`config.mk`:
```
export PLATFORM = sky130hd
export DESIGN_NAME = usb_fifo_bridge
export DESIGN_NICKNAME = d
export VERILOG_FILES = /design/src/rtl/usb_fifo_bridge_pkg.sv /design/src/rtl/usb_fifo_bridge_strobe_timer.sv /design/src/rtl/usb_fifo_bridge.sv
export SDC_FILE = /design/constraint.sdc
export NUM_CORES = 1
export LEC_CHECK = 0
export BUFFER_PORTS_ARGS = -buffer_cell sky130_fd_sc_hd__buf_2
export CELL_PAD_IN_SITES_DETAIL_PLACEMENT = 1
export CELL_PAD_IN_SITES_GLOBAL_PLACEMENT = 2
export CORE_AREA = 2 2 132 134
export DETAILED_ROUTE_END_ITERATION = 8
export DIE_AREA = 0 0 134 136
export PLACE_DENSITY = 0.76
export SETUP_SLACK_MARGIN = 0.15
export SYNTH_ARGS = -nofsm -noshare
export SYNTH_HDL_FRONTEND = slang
export SYNTH_SLANG_ARGS = --single-unit
```
`constraint.sdc`:
```
create_clock -name CLK -period 2.8 [get_ports CLK]
set_input_delay 0.28 -clock CLK [delete_from_list [all_inputs] [get_ports CLK]]
set_output_delay 0.28 -clock CLK [all_outputs]
set_load 0.05 [all_outputs]
```
`src/rtl/usb_fifo_bridge_pkg.sv`:
```
// Shared types and constants for the FT245 USB FIFO bridge and its consumers.
package usb_bridge_pkg;

  typedef enum logic [2:0] {
    IDLE,
    RX_LOW,
    RX_GAP,
    MEM_RD,
    TX_WAIT,
    TX_WRH,
    TX_WRL
  } state_e;

  typedef enum logic [1:0] {
    BK_LO,
    BK_HI,
    BK_CSUM
  } byte_kind_e;

  localparam int DEF_RD_LOW   = 5;
  localparam int DEF_RD_GAP   = 2;
  localparam int DEF_MEM_WAIT = 2;
  localparam int DEF_WR_HIGH  = 4;
  localparam int DEF_WR_LOW   = 6;
  localparam int DEF_AW       = 20;
  localparam int TMR_W        = 8;

  // Command byte values decoded by the measurement controller.
  localparam logic [7:0] CMD_01 = 8'h01;
  localparam logic [7:0] CMD_02 = 8'h02;
  localparam logic [7:0] CMD_03 = 8'h03;
  localparam logic [7:0] CMD_04 = 8'h04;
  localparam logic [7:0] CMD_05 = 8'h05;
  localparam logic [7:0] CMD_06 = 8'h06;
  localparam logic [7:0] CMD_07 = 8'h07;
  localparam logic [7:0] CMD_08 = 8'h08;
  localparam logic [7:0] CMD_16 = 8'h10;
  localparam logic [7:0] CMD_17 = 8'h11;
  localparam logic [7:0] CMD_18 = 8'h12;
  localparam logic [7:0] CMD_19 = 8'h13;

  function automatic logic [7:0] even_len(input logic [7:0] len);
    return len & 8'hFE;
  endfunction

endpackage

```
`src/rtl/usb_fifo_bridge_strobe_timer.sv`:
```
// Loadable down-counter; tc is high while the count sits at zero.
module usb_strobe_timer
  import usb_bridge_pkg::*;
#(
  parameter int CNT_W = TMR_W
) (
  input  logic             CLK,
  input  logic             RST,
  input  logic             load,
  input  logic [CNT_W-1:0] load_val,
  output logic             tc
);

  logic [CNT_W-1:0] cnt;

  always_ff @(posedge CLK) begin
    if (RST) begin
      cnt <= '0;
    end else if (load) begin
      cnt <= load_val;
    end else if (cnt != '0) begin
      cnt <= cnt - CNT_W'(1);
    end
  end

  assign tc = (cnt == '0);

endmodule

```
`src/rtl/usb_fifo_bridge.sv`:
```
// FT245 USB FIFO engine: command byte reception and SRAM burst streaming.
// Define USB_CHECKSUM_EN to append an XOR checksum byte to every burst.
module usb_fifo_bridge
  import usb_bridge_pkg::*;
#(
  parameter int RD_LOW   = DEF_RD_LOW,
  parameter int RD_GAP   = DEF_RD_GAP,
  parameter int MEM_WAIT = DEF_MEM_WAIT,
  parameter int WR_HIGH  = DEF_WR_HIGH,
  parameter int WR_LOW   = DEF_WR_LOW,
  parameter int AW       = DEF_AW
) (
  input  logic          CLK,
  input  logic          RST,
  input  logic          RXF,
  input  logic          TXE,
  output logic          RD,
  output logic          WR,
  input  logic [7:0]    USBX_I,
  output logic [7:0]    USBX_O,
  output logic          USBX_OE,
  output logic          CMD_VALID,
  output logic [7:0]    CMD_BYTE,
  input  logic          TX_START,
  input  logic [AW-1:0] TX_BASE,
  input  logic [7:0]    TX_LEN,
  output logic [AW-1:0] MEM_ADRS,
  output logic          MEM_OE,
  input  logic [15:0]   MEM_DATA,
  output logic          BUSY,
  output logic          TX_DONE
);

`ifdef USB_CHECKSUM_EN
  localparam bit CSUM_EN = 1'b1;
`else
  localparam bit CSUM_EN = 1'b0;
`endif

  state_e     state, state_nxt;
  byte_kind_e kind;

  logic             pending;
  logic [AW-1:0]    lat_base, addr, mem_adrs;
  logic [7:0]       lat_len, rem;
  logic             mem_ph;
  logic [7:0]       tx_byte, word_hi, csum, cmd_byte;
  logic             csum_sent, csum_due, oe_q, cmd_valid;
  logic             burst_end, tx_done;
  logic             tmr_load, tmr_tc;
  logic [TMR_W-1:0] tmr_val;

  usb_strobe_timer #(.CNT_W(TMR_W)) u_timer (
    .CLK      (CLK),
    .RST      (RST),
    .load     (tmr_load),
    .load_val (tmr_val),
    .tc       (tmr_tc)
  );

  assign csum_due  = CSUM_EN && !csum_sent;
  assign burst_end = (state == MEM_RD) && !mem_ph && (rem == '0);
  assign tx_done   = burst_end && !csum_due;

  always_comb begin
    state_nxt = state;
    tmr_load  = 1'b0;
    tmr_val   = '0;
    unique case (state)
      IDLE: begin
        if (!RXF) begin
          state_nxt = RX_LOW;
          tmr_load  = 1'b1;
          tmr_val   = TMR_W'(RD_LOW - 1);
        end else if (pending) begin
          state_nxt = MEM_RD;
        end
      end
      RX_LOW: begin
        if (tmr_tc) begin
          state_nxt = RX_GAP;
          tmr_load  = 1'b1;
          tmr_val   = TMR_W'(RD_GAP - 1);
        end
      end
      RX_GAP: begin
        if (tmr_tc) state_nxt = IDLE;
      end
      MEM_RD: begin
        // First cycle decides: finish, send checksum, or start an SRAM read.
        if (!mem_ph) begin
          if (rem == '0) begin
            state_nxt = csum_due ? TX_WAIT : IDLE;
          end else begin
            tmr_load = 1'b1;
            tmr_val  = TMR_W'(MEM_WAIT - 1);
          end
        end else if (tmr_tc) begin
          state_nxt = TX_WAIT;
        end
      end
      TX_WAIT: begin
        if (!TXE) begin
          state_nxt = TX_WRH;
          tmr_load  = 1'b1;
          tmr_val   = TMR_W'(WR_HIGH - 1);
        end
      end
      TX_WRH: begin
        if (tmr_tc) begin
          state_nxt = TX_WRL;
          tmr_load  = 1'b1;
          tmr_val   = TMR_W'(WR_LOW - 1);
        end
      end
      TX_WRL: begin
        if (tmr_tc) state_nxt = (kind == BK_LO) ? TX_WAIT : MEM_RD;
      end
      default: state_nxt = IDLE;
    endcase
  end

  always_ff @(posedge CLK) begin
    if (RST) begin
      state     <= IDLE;
      pending   <= 1'b0;
      mem_ph    <= 1'b0;
      mem_adrs  <= '0;
      tx_byte   <= '0;
      kind      <= BK_LO;
      csum_sent <= 1'b0;
      oe_q      <= 1'b0;
      cmd_byte  <= '0;
      cmd_valid <= 1'b0;
    end else begin
      state     <= state_nxt;
      cmd_valid <= 1'b0;
      if (TX_START && !pending) pending <= 1'b1;
      unique case (state)
        IDLE: begin
          if (RXF && pending) begin
            pending   <= 1'b0;
            csum_sent <= 1'b0;
          end
        end
        RX_LOW: begin
          if (tmr_tc) begin
            cmd_byte  <= USBX_I;
            cmd_valid <= 1'b1;
          end
        end
        MEM_RD: begin
          if (!mem_ph) begin
            if (rem == '0) begin
              oe_q <= csum_due;
              if (csum_due) begin
                tx_byte   <= csum;
                kind      <= BK_CSUM;
                csum_sent <= 1'b1;
              end
            end else begin
              mem_adrs <= addr;
              mem_ph   <= 1'b1;
            end
          end else if (tmr_tc) begin
            mem_ph  <= 1'b0;
            tx_byte <= MEM_DATA[7:0];
            kind    <= BK_LO;
            oe_q    <= 1'b1;
          end
        end
        TX_WRL: begin
          if (tmr_tc && kind == BK_LO) begin
            tx_byte <= word_hi;
            kind    <= BK_HI;
          end
        end
        default: ;
      endcase
    end
  end

  // Burst datapath registers carry no reset; each is loaded before use.
  always_ff @(posedge CLK) begin
    if (TX_START && !pending) begin
      lat_base <= TX_BASE;
      lat_len  <= even_len(TX_LEN);
    end
    unique case (state)
      IDLE: begin
        if (RXF && pending) begin
          addr <= lat_base;
          rem  <= lat_len;
          csum <= '0;
        end
      end
      MEM_RD: begin
        if (mem_ph && tmr_tc) begin
          word_hi <= MEM_DATA[15:8];
          csum    <= csum ^ MEM_DATA[7:0] ^ MEM_DATA[15:8];
        end
      end
      TX_WRL: begin
        if (tmr_tc && kind == BK_HI) begin
          addr <= addr + AW'(1);
          rem  <= rem - 8'd2;
        end
      end
      default: ;
    endcase
  end

  assign RD        = (state != RX_LOW);
  assign WR        = (state == TX_WRH);
  assign USBX_O    = tx_byte;
  assign USBX_OE   = oe_q && !tx_done;
  assign CMD_VALID = cmd_valid;
  assign CMD_BYTE  = cmd_byte;
  assign MEM_ADRS  = mem_adrs;
  assign MEM_OE    = (state == MEM_RD) && mem_ph;
  assign BUSY      = (state != IDLE) || pending;
  assign TX_DONE   = tx_done;

endmodule

```
==> results of run 1 <==
[cell families (layout without fill, tap and decap cells)]
logic type	count (synthesis)	after routing	synth area share [%]
adders and majority gates	5	5	1.27
AOI/OAI and AO/OA	69	69	9.18
xor gates and xnor gates	25	25	4.45
buffers and inverters	31	150	3.15
muxes	31	31	6.31
and+or+nand+nor	167	167	16.6
DFF	114	114	59.0
[worst max-delay path, stage by stage (launching register included)]
cell and delay, ns:
dfxtp_1 0.32, inv_1 0.09, ha_1 0.20, nor3b_2 0.35
and2_4 0.29, a32oi_1 0.14, a21oi_2 0.15, buf_4 0.38
[cells in the final DEF, fill, tap and decap left out, types with 3 or more instances in the layout]
cell,Yosys,final
nor3_1,7,6
o21ai_0,31,31
nand4_1,7,7
dfxtp_1,52,52
buf_2,4,98
a31oi_1,3,3
a211o_1,3,3
mux2i_1,31,31
clkbuf_1,11,3
a311oi_1,10,10
nor3b_1,3,3
ha_1,5,5
clkbuf_16,0,17
bufinv_16,0,3
inv_1,11,11
buf_4,1,6
xor2_1,17,17
clkinv_2,0,6
edfxtp_1,62,62
nand3_1,9,9
xnor2_1,8,8
nor2_1,52,52
nand2_1,61,61
a21oi_1,10,9
buf_12,0,3
nand3b_1,4,4
[worst max-delay path by stage]
stage                                start                       end  slack (ns)  cells past startpoint
2_1_floorplan  u_timer.cnt[0]$_SDFFE_PP0P_         addr[0]$_DFFE_PP_        0.37                      7
3_3_place_gp   u_timer.cnt[0]$_SDFFE_PP0P_         addr[9]$_DFFE_PP_        0.59                      7
3_5_place_dp   u_timer.cnt[0]$_SDFFE_PP0P_        addr[14]$_DFFE_PP_        0.52                      7
4_1_cts        u_timer.cnt[0]$_SDFFE_PP0P_        addr[11]$_DFFE_PP_        0.48                      7
5_1_grt        u_timer.cnt[0]$_SDFFE_PP0P_  CMD_BYTE[6]$_SDFFE_PP0P_        0.30                      7
6_report       u_timer.cnt[0]$_SDFFE_PP0P_        addr[11]$_DFFE_PP_        0.51                      7
[layout make-up]
type	instances	share of cell area [%]
multi-input cells	297	29.9
inverters	11	0.659
clock inverters	12	2.24
well taps	225	4.49
clock buffers	20	6.96
flip-flops and latches	114	46.3
repair buffers	107	9.50
[through the flow]
| stage | cells | hold slack, ns | instance area, µm² | total power, mW |
|---|---|---|---|---|
| final | 786 | 0.0325 | 6270 | 5.92 |
| after global routing | 786 | 0.0150 | 6270 | 6.24 |
| after CTS | 786 | 0.0110 | 6270 | 6.01 |
| after detailed placement | 754 | 0.458 | 5690 | 3.84 |
| after global placement | 754 | 0.458 | 5690 | 3.78 |
| after floorplan | 442 | 0.379 | 4930 | 3.45 |
[layer usage]
layer	global-route usage [%]	up-vias
met3	3.84	31
met5	0	-
met1	16.1	1779
met4	8.27	0
li1	-	1795
met2	24.2	77
[power by group through the flow]
stage | Clock [mW] | Combinational (mW) | Sequential (mW)
2_1_floorplan | 0 | 1.05 | 2.40
3_3_place_gp | 0 | 1.50 | 2.28
3_5_place_dp | 0 | 1.55 | 2.29
4_1_cts | 2.19 | 1.56 | 2.26
5_1_grt | 2.26 | 1.69 | 2.29
6_report | 2.13 | 1.54 | 2.26
[flip-flops by register name, summed over array words and instances, names as in the netlist]
name	count
addr	20
pending	1
state	3
kind	1
lat_len	7
USBX_O	8
u_timer.cnt	8
word_hi	8
CMD_BYTE	8
lat_base	20
oe_q	1
mem_ph	1
rem	7
CMD_VALID	1
MEM_ADRS	20
==> flow_summary.json, run 1 <==
{
  "slew_viol_final": 0,
  "worstRegToRegCells": 7,
  "rows": 48,
  "p_sw_share_pct": 32.7,
  "vias_per_cell": 4.68,
  "leakage_nw": 2.50,
  "hold_path.class": "in2reg",
  "period_minus_slack_ns": 2.29,
  "multi_input_area_um2": 1870,
  "synth_edf_count": 62,
  "postCtsHoldBufs": 0,
  "clock.fmax_mhz": 436,
  "critPathRequiredTime_ns": 2.87,
  "die_w_um": 134,
  "htreeDepth": 4,
  "syn_inst": 442,
  "antenna_found_initial": 0,
  "rr_endpoint": "addr[11]$_DFFE_PP_",
  "synth_commonest_cells": "62 x edfxtp_1, 61 x nand2_1, 52 x dfxtp_1, 52 x nor2_1",
  "clk_pin_slew_ns": 0.06,
  "synth_most_common_cell": "edfxtp_1",
  "syn_area_per_cell_um2": 11.1,
  "cp-start-kind": "register",
  "areaGrowthSynthToFinish_pct": 27.5,
  "wl_met3_um": 481,
  "dieArea_um2": 18200,
  "grt_pass1_vias": 3850,
  "num-nets-final": 610,
  "worst-slew-pin-transition_ns": 0.704,
  "setup_ws_ns": 0.507,
  "yosysUniqueCellTypes": 50,
  "synth_flop_cell": "edfxtp_1",
  "antenna_cells": 0,
  "filler_cell_count": 1881,
  "yosysTopAreaCell": "edfxtp_1",
  "numCtsBuffers": 17,
  "ys_seq_area_share_pct": 59.0,
  "cellPowerDensity_nw_per_um2": 945,
  "hold_start": "TX_LEN[1]",
  "cts_num_sinks": 114,
  "hold_violations": 0,
  "p_int_mw": 3.99,
  "overflow": 0,
  "finalSetupViolations": 0,
  "grt_pass1_wl_um": 19800,
  "wl_per_cell_um": 15.6,
  "crit_type": "reg2reg",
  "drc": 0,
  "worstHoldEndpoint": "lat_len[1]$_DFFE_PP_",
  "grt_max_degree": 56,
  "grt_setup_unrepaired": "no",
  "r2r_start": "u_timer.cnt[0]$_SDFFE_PP0P_",
  "max_cap_violations": 0,
  "drive_gt1_share_pct": 26.7,
  "core_area_um2": 16900,
  "regArea_um2": 2900,
  "ir_worst_vdd_mv": 0.452,
  "path_max_fanout": 27,
  "first_iter_violations": 158,
  "yosysTopAreaCellShare_pct": 37.9,
  "drt-total-wl_um": 12200,
  "tritoncts": "built",
  "dieHeight_um": 136,
  "rrSetupSlack_ns": 0.51,
  "syn-num-nets": 504,
  "endpoint_kind": "register",
  "portBuffers": 98,
  "dp_worst_setup_slack_ns": 0.516,
  "fin_skew_ns": 0.0107,
  "clk_path_buf_depth": 2,
  "power_frac_comb_pct": 25.9,
  "maxUsedRoutingLayer": "met4",
  "p_sw_mw": 1.93,
  "hold_path_depth": 1,
  "place_congestion": 0.781,
  "drt-met1-wl_um": 5240,
  "clk_latency_ns": 0.42,
  "vias": 3682,
  "cp_data_arrival_time_ns": 2.36,
  "initial_core_util_pct": 29.1,
  "utilization_pct": 37.2,
  "yosys_warnings": 0,
  "drt_first_pass_iters": 4,
  "clock-root-buffer": "clkbuf_16",
  "grt_use_total_pct": 14.2,
  "syn_area_um2": 4920,
  "io_pins": 100,
  "outcome": "finished, final reports clean",
  "postCtsSetupBuffers": 0,
  "max_slew_margin_pct": 52.6,
  "async_reset_ff_share_pct": 0,
  "synth_area_leaders": "edfxtp_1 38%, dfxtp_1 21%, mux2i_1 6.3%",
  "met2_length_um": 6100,
  "antenna_left": 0,
  "cts_resized": 0,
  "pwr-share-seq_pct": 38.1,
  "dp_hpwl_um": 8520,
  "power.share.clock_pct": 36.0,
  "ys_seq_elements": 114,
  "fin_crit_sh_pct": 81.9,
  "setup_tns_ns": 0
}
Power figures use the tool's default switching activity.
==> run 2: changes to the inputs <==
==> constraint.sdc (replaced) <==
create_clock -name CLK -period 2.1 [get_ports CLK]
set_input_delay 0.21 -clock CLK [delete_from_list [all_inputs] [get_ports CLK]]
set_output_delay 0.21 -clock CLK [all_outputs]
set_load 0.05 [all_outputs]
==> run 2 against run 1 <==
  * Combinational power is 73% higher
  * Hold slack worse by 0.0030 ns
  * Non-clock buffer count is 64 higher
  * Clock power is 49% higher
  * Global-route usage is 0.17 points lower
  * Sequential share of layout area is 5.3 points lower
  * Critical endpoint is now rem[4]$_DFFE_PP_
  * Sequential cell count stayed put
==> flow_summary.json, run 2 (synthesized netlist as in run 1, its figures left out) <==
{
  "drc": 0,
  "overflow": 0,
  "setup_tns_ns": 0,
  "power_frac_comb_pct": 30.0,
  "htreeDepth": 4,
  "grt_setup_unrepaired": "yes",
  "dp_hpwl_um": 8320,
  "slew_viol_final": 0,
  "drt-met1-wl_um": 5780,
  "rows": 48,
  "drive_gt1_share_pct": 31.2,
  "worst-slew-pin-transition_ns": 0.603,
  "grt_pass1_wl_um": 19600,
  "final_cell_mix": "96 x buf_2, 62 x edfxtp_1, 61 x nand2_1, 51 x nor2_1, 48 x dfxtp_1",
  "first_iter_violations": 145,
  "leakage_nw": 2.88,
  "wl_met3_um": 484,
  "clock-root-buffer": "clkbuf_16",
  "cp_num_buf_inv": 2,
  "numCtsBuffers": 17,
  "utilization_pct": 42.0,
  "maxUsedRoutingLayer": "met4",
  "p_sw_share_pct": 31.3,
  "grt_max_degree": 62,
  "finalSetupViolations": 0,
  "vias": 3851,
  "portBuffers": 98,
  "dieHeight_um": 136,
  "vias_per_cell": 4.53,
  "dieArea_um2": 18200,
  "antenna_cells": 0,
  "crit_type": "reg2reg",
  "die_w_um": 134,
  "endpoint_kind": "register",
  "cpLargestDelayFamily": "simple AND/OR/NAND/NOR gates",
  "antenna_left": 0,
  "grt_pass1_vias": 3920,
  "fin_skew_ns": 0.0102,
  "met2_length_um": 6260,
  "cp_data_arrival_time_ns": 2.08,
  "filler_cell_count": 1855,
  "ir_worst_vdd_mv": 0.629,
  "io_pins": 100,
  "tritoncts": "built",
  "num-nets-final": 674,
  "clk_latency_ns": 0.42,
  "hold_path.class": "in2reg",
  "outcome": "finished, final reports clean",
  "pwr-share-seq_pct": 34.1,
  "drt-total-wl_um": 12800,
  "grt_use_total_pct": 14.0,
  "cts_num_sinks": 114,
  "drt_first_pass_iters": 4,
  "critPathRequiredTime_ns": 2.23,
  "period_minus_slack_ns": 1.95,
  "clk_pin_slew_ns": 0.05,
  "max_cap_violations": 0,
  "power.share.clock_pct": 35.9,
  "slowest_delay_ns": 0.33,
  "p_sw_mw": 2.78,
  "max_slew_margin_pct": 59.8,
  "cp-start-kind": "register",
  "p_int_mw": 6.09,
  "initial_core_util_pct": 29.1,
  "fin_crit_sh_pct": 92.7,
  "crit_chain": "inv_2 > ha_4 > nor3b_4 > and2_4 > a32oi_2 > a21oi_4 > clkbuf_16",
  "cellPowerDensity_nw_per_um2": 1250,
  "areaGrowthSynthToFinish_pct": 44.1,
  "crit_slowest_cell": "dfxtp_2",
  "antenna_found_initial": 0,
  "clk_path_buf_depth": 2,
  "clock.fmax_mhz": 514,
  "place_congestion": 0.769,
  "final_common_cell": "buf_2",
  "hold_violations": 0,
  "wl_per_cell_um": 15.1,
  "multi_input_area_um2": 1980,
  "regArea_um2": 2910,
  "core_area_um2": 16900,
  "path_max_fanout": 7
}
==> run 2: cell types whose count changed in the layout (fill, tap and decap cells not counted), moves of 3 or more <==
cell | before | now
clkbuf_8 | 0 | 3
dlygate4sd3_1 | 0 | 35
clkinv_2 | 6 | 3
ha_1 | 5 | 2
clkbuf_1 | 3 | 0
dfxtp_1 | 52 | 48
buf_4 | 6 | 32
buf_12 | 3 | 6
dfxtp_2 | 0 | 4
==> run 2: power groups by stage <==
stage                     registers, mW  clock network (mW)  logic (mW)
after floorplan                    3.21                   0        1.46
after global placement             3.04                   0        2.13
after detailed placement           3.06                   0        2.19
after CTS                          3.02                3.25        2.38
after global routing               3.07                3.35        2.91
final                              3.02                3.18        2.66
==> run 2: what timing repair did <==
action                     CTS  global route
gates cloned                 0             2
setup endpoints to repair   31            49
hold endpoints to repair    35             0
buffers inserted             3            18
resized for setup            7             8
pin swaps                    1             4
hold buffers                35             0
==> run 2: stage by stage <==
step	setup WS, ns	instance area [µm²]	hold slack (ns)	power, mW	cells
after floorplan	0.0231	4980	0.309	4.67	442
after global placement	0.183	5800	0.389	5.16	760
after detailed placement	0.116	5800	0.388	5.25	760
after CTS	0.161	6850	0.0133	8.64	830
after global routing	0.0598	7090	0.0240	9.33	850
final	0.153	7090	0.0295	8.87	850
==> run 2: worst paths after layout <==
check | cells past startpoint | startpoint | slack, ns | to
worst min register to register | 2 | CMD_BYTE[5]$_SDFFE_PP0P_ | 0.49 | CMD_BYTE[5]$_SDFFE_PP0P_
worst min-delay path | 3 | USBX_I[0] | 0.03 | CMD_BYTE[0]$_SDFFE_PP0P_
worst max register to register | 7 | u_timer.cnt[1]$_SDFFE_PP0P_ | 0.15 | rem[4]$_DFFE_PP_
worst max-delay path | 7 | u_timer.cnt[1]$_SDFFE_PP0P_ | 0.15 | rem[4]$_DFFE_PP_
==> run 2: tightest hold or removal path, delay by kind of cell <==
family	cells	cell delay, ns
buf+inv	1	0.07
mux	1	0.05
simple gates	1	0.07
==> run 2: layout make-up <==
type / count / area share [%]
repair buffers: 171 / 17.3
well taps: 225 / 3.97
clock inverters: 12 / 2.59
clock buffers: 20 / 6.58
flip-flops and latches: 114 / 41.0
multi-input cells: 297 / 27.9
inverters: 11 / 0.582
==> run 2: per-layer routing <==
metal / global-route usage [%] / up-vias
li1: - / 1922
met1: 17.0 / 1831
met2: 23.2 / 77
met3: 3.47 / 21
met4: 7.21 / 0
met5: 0 / -
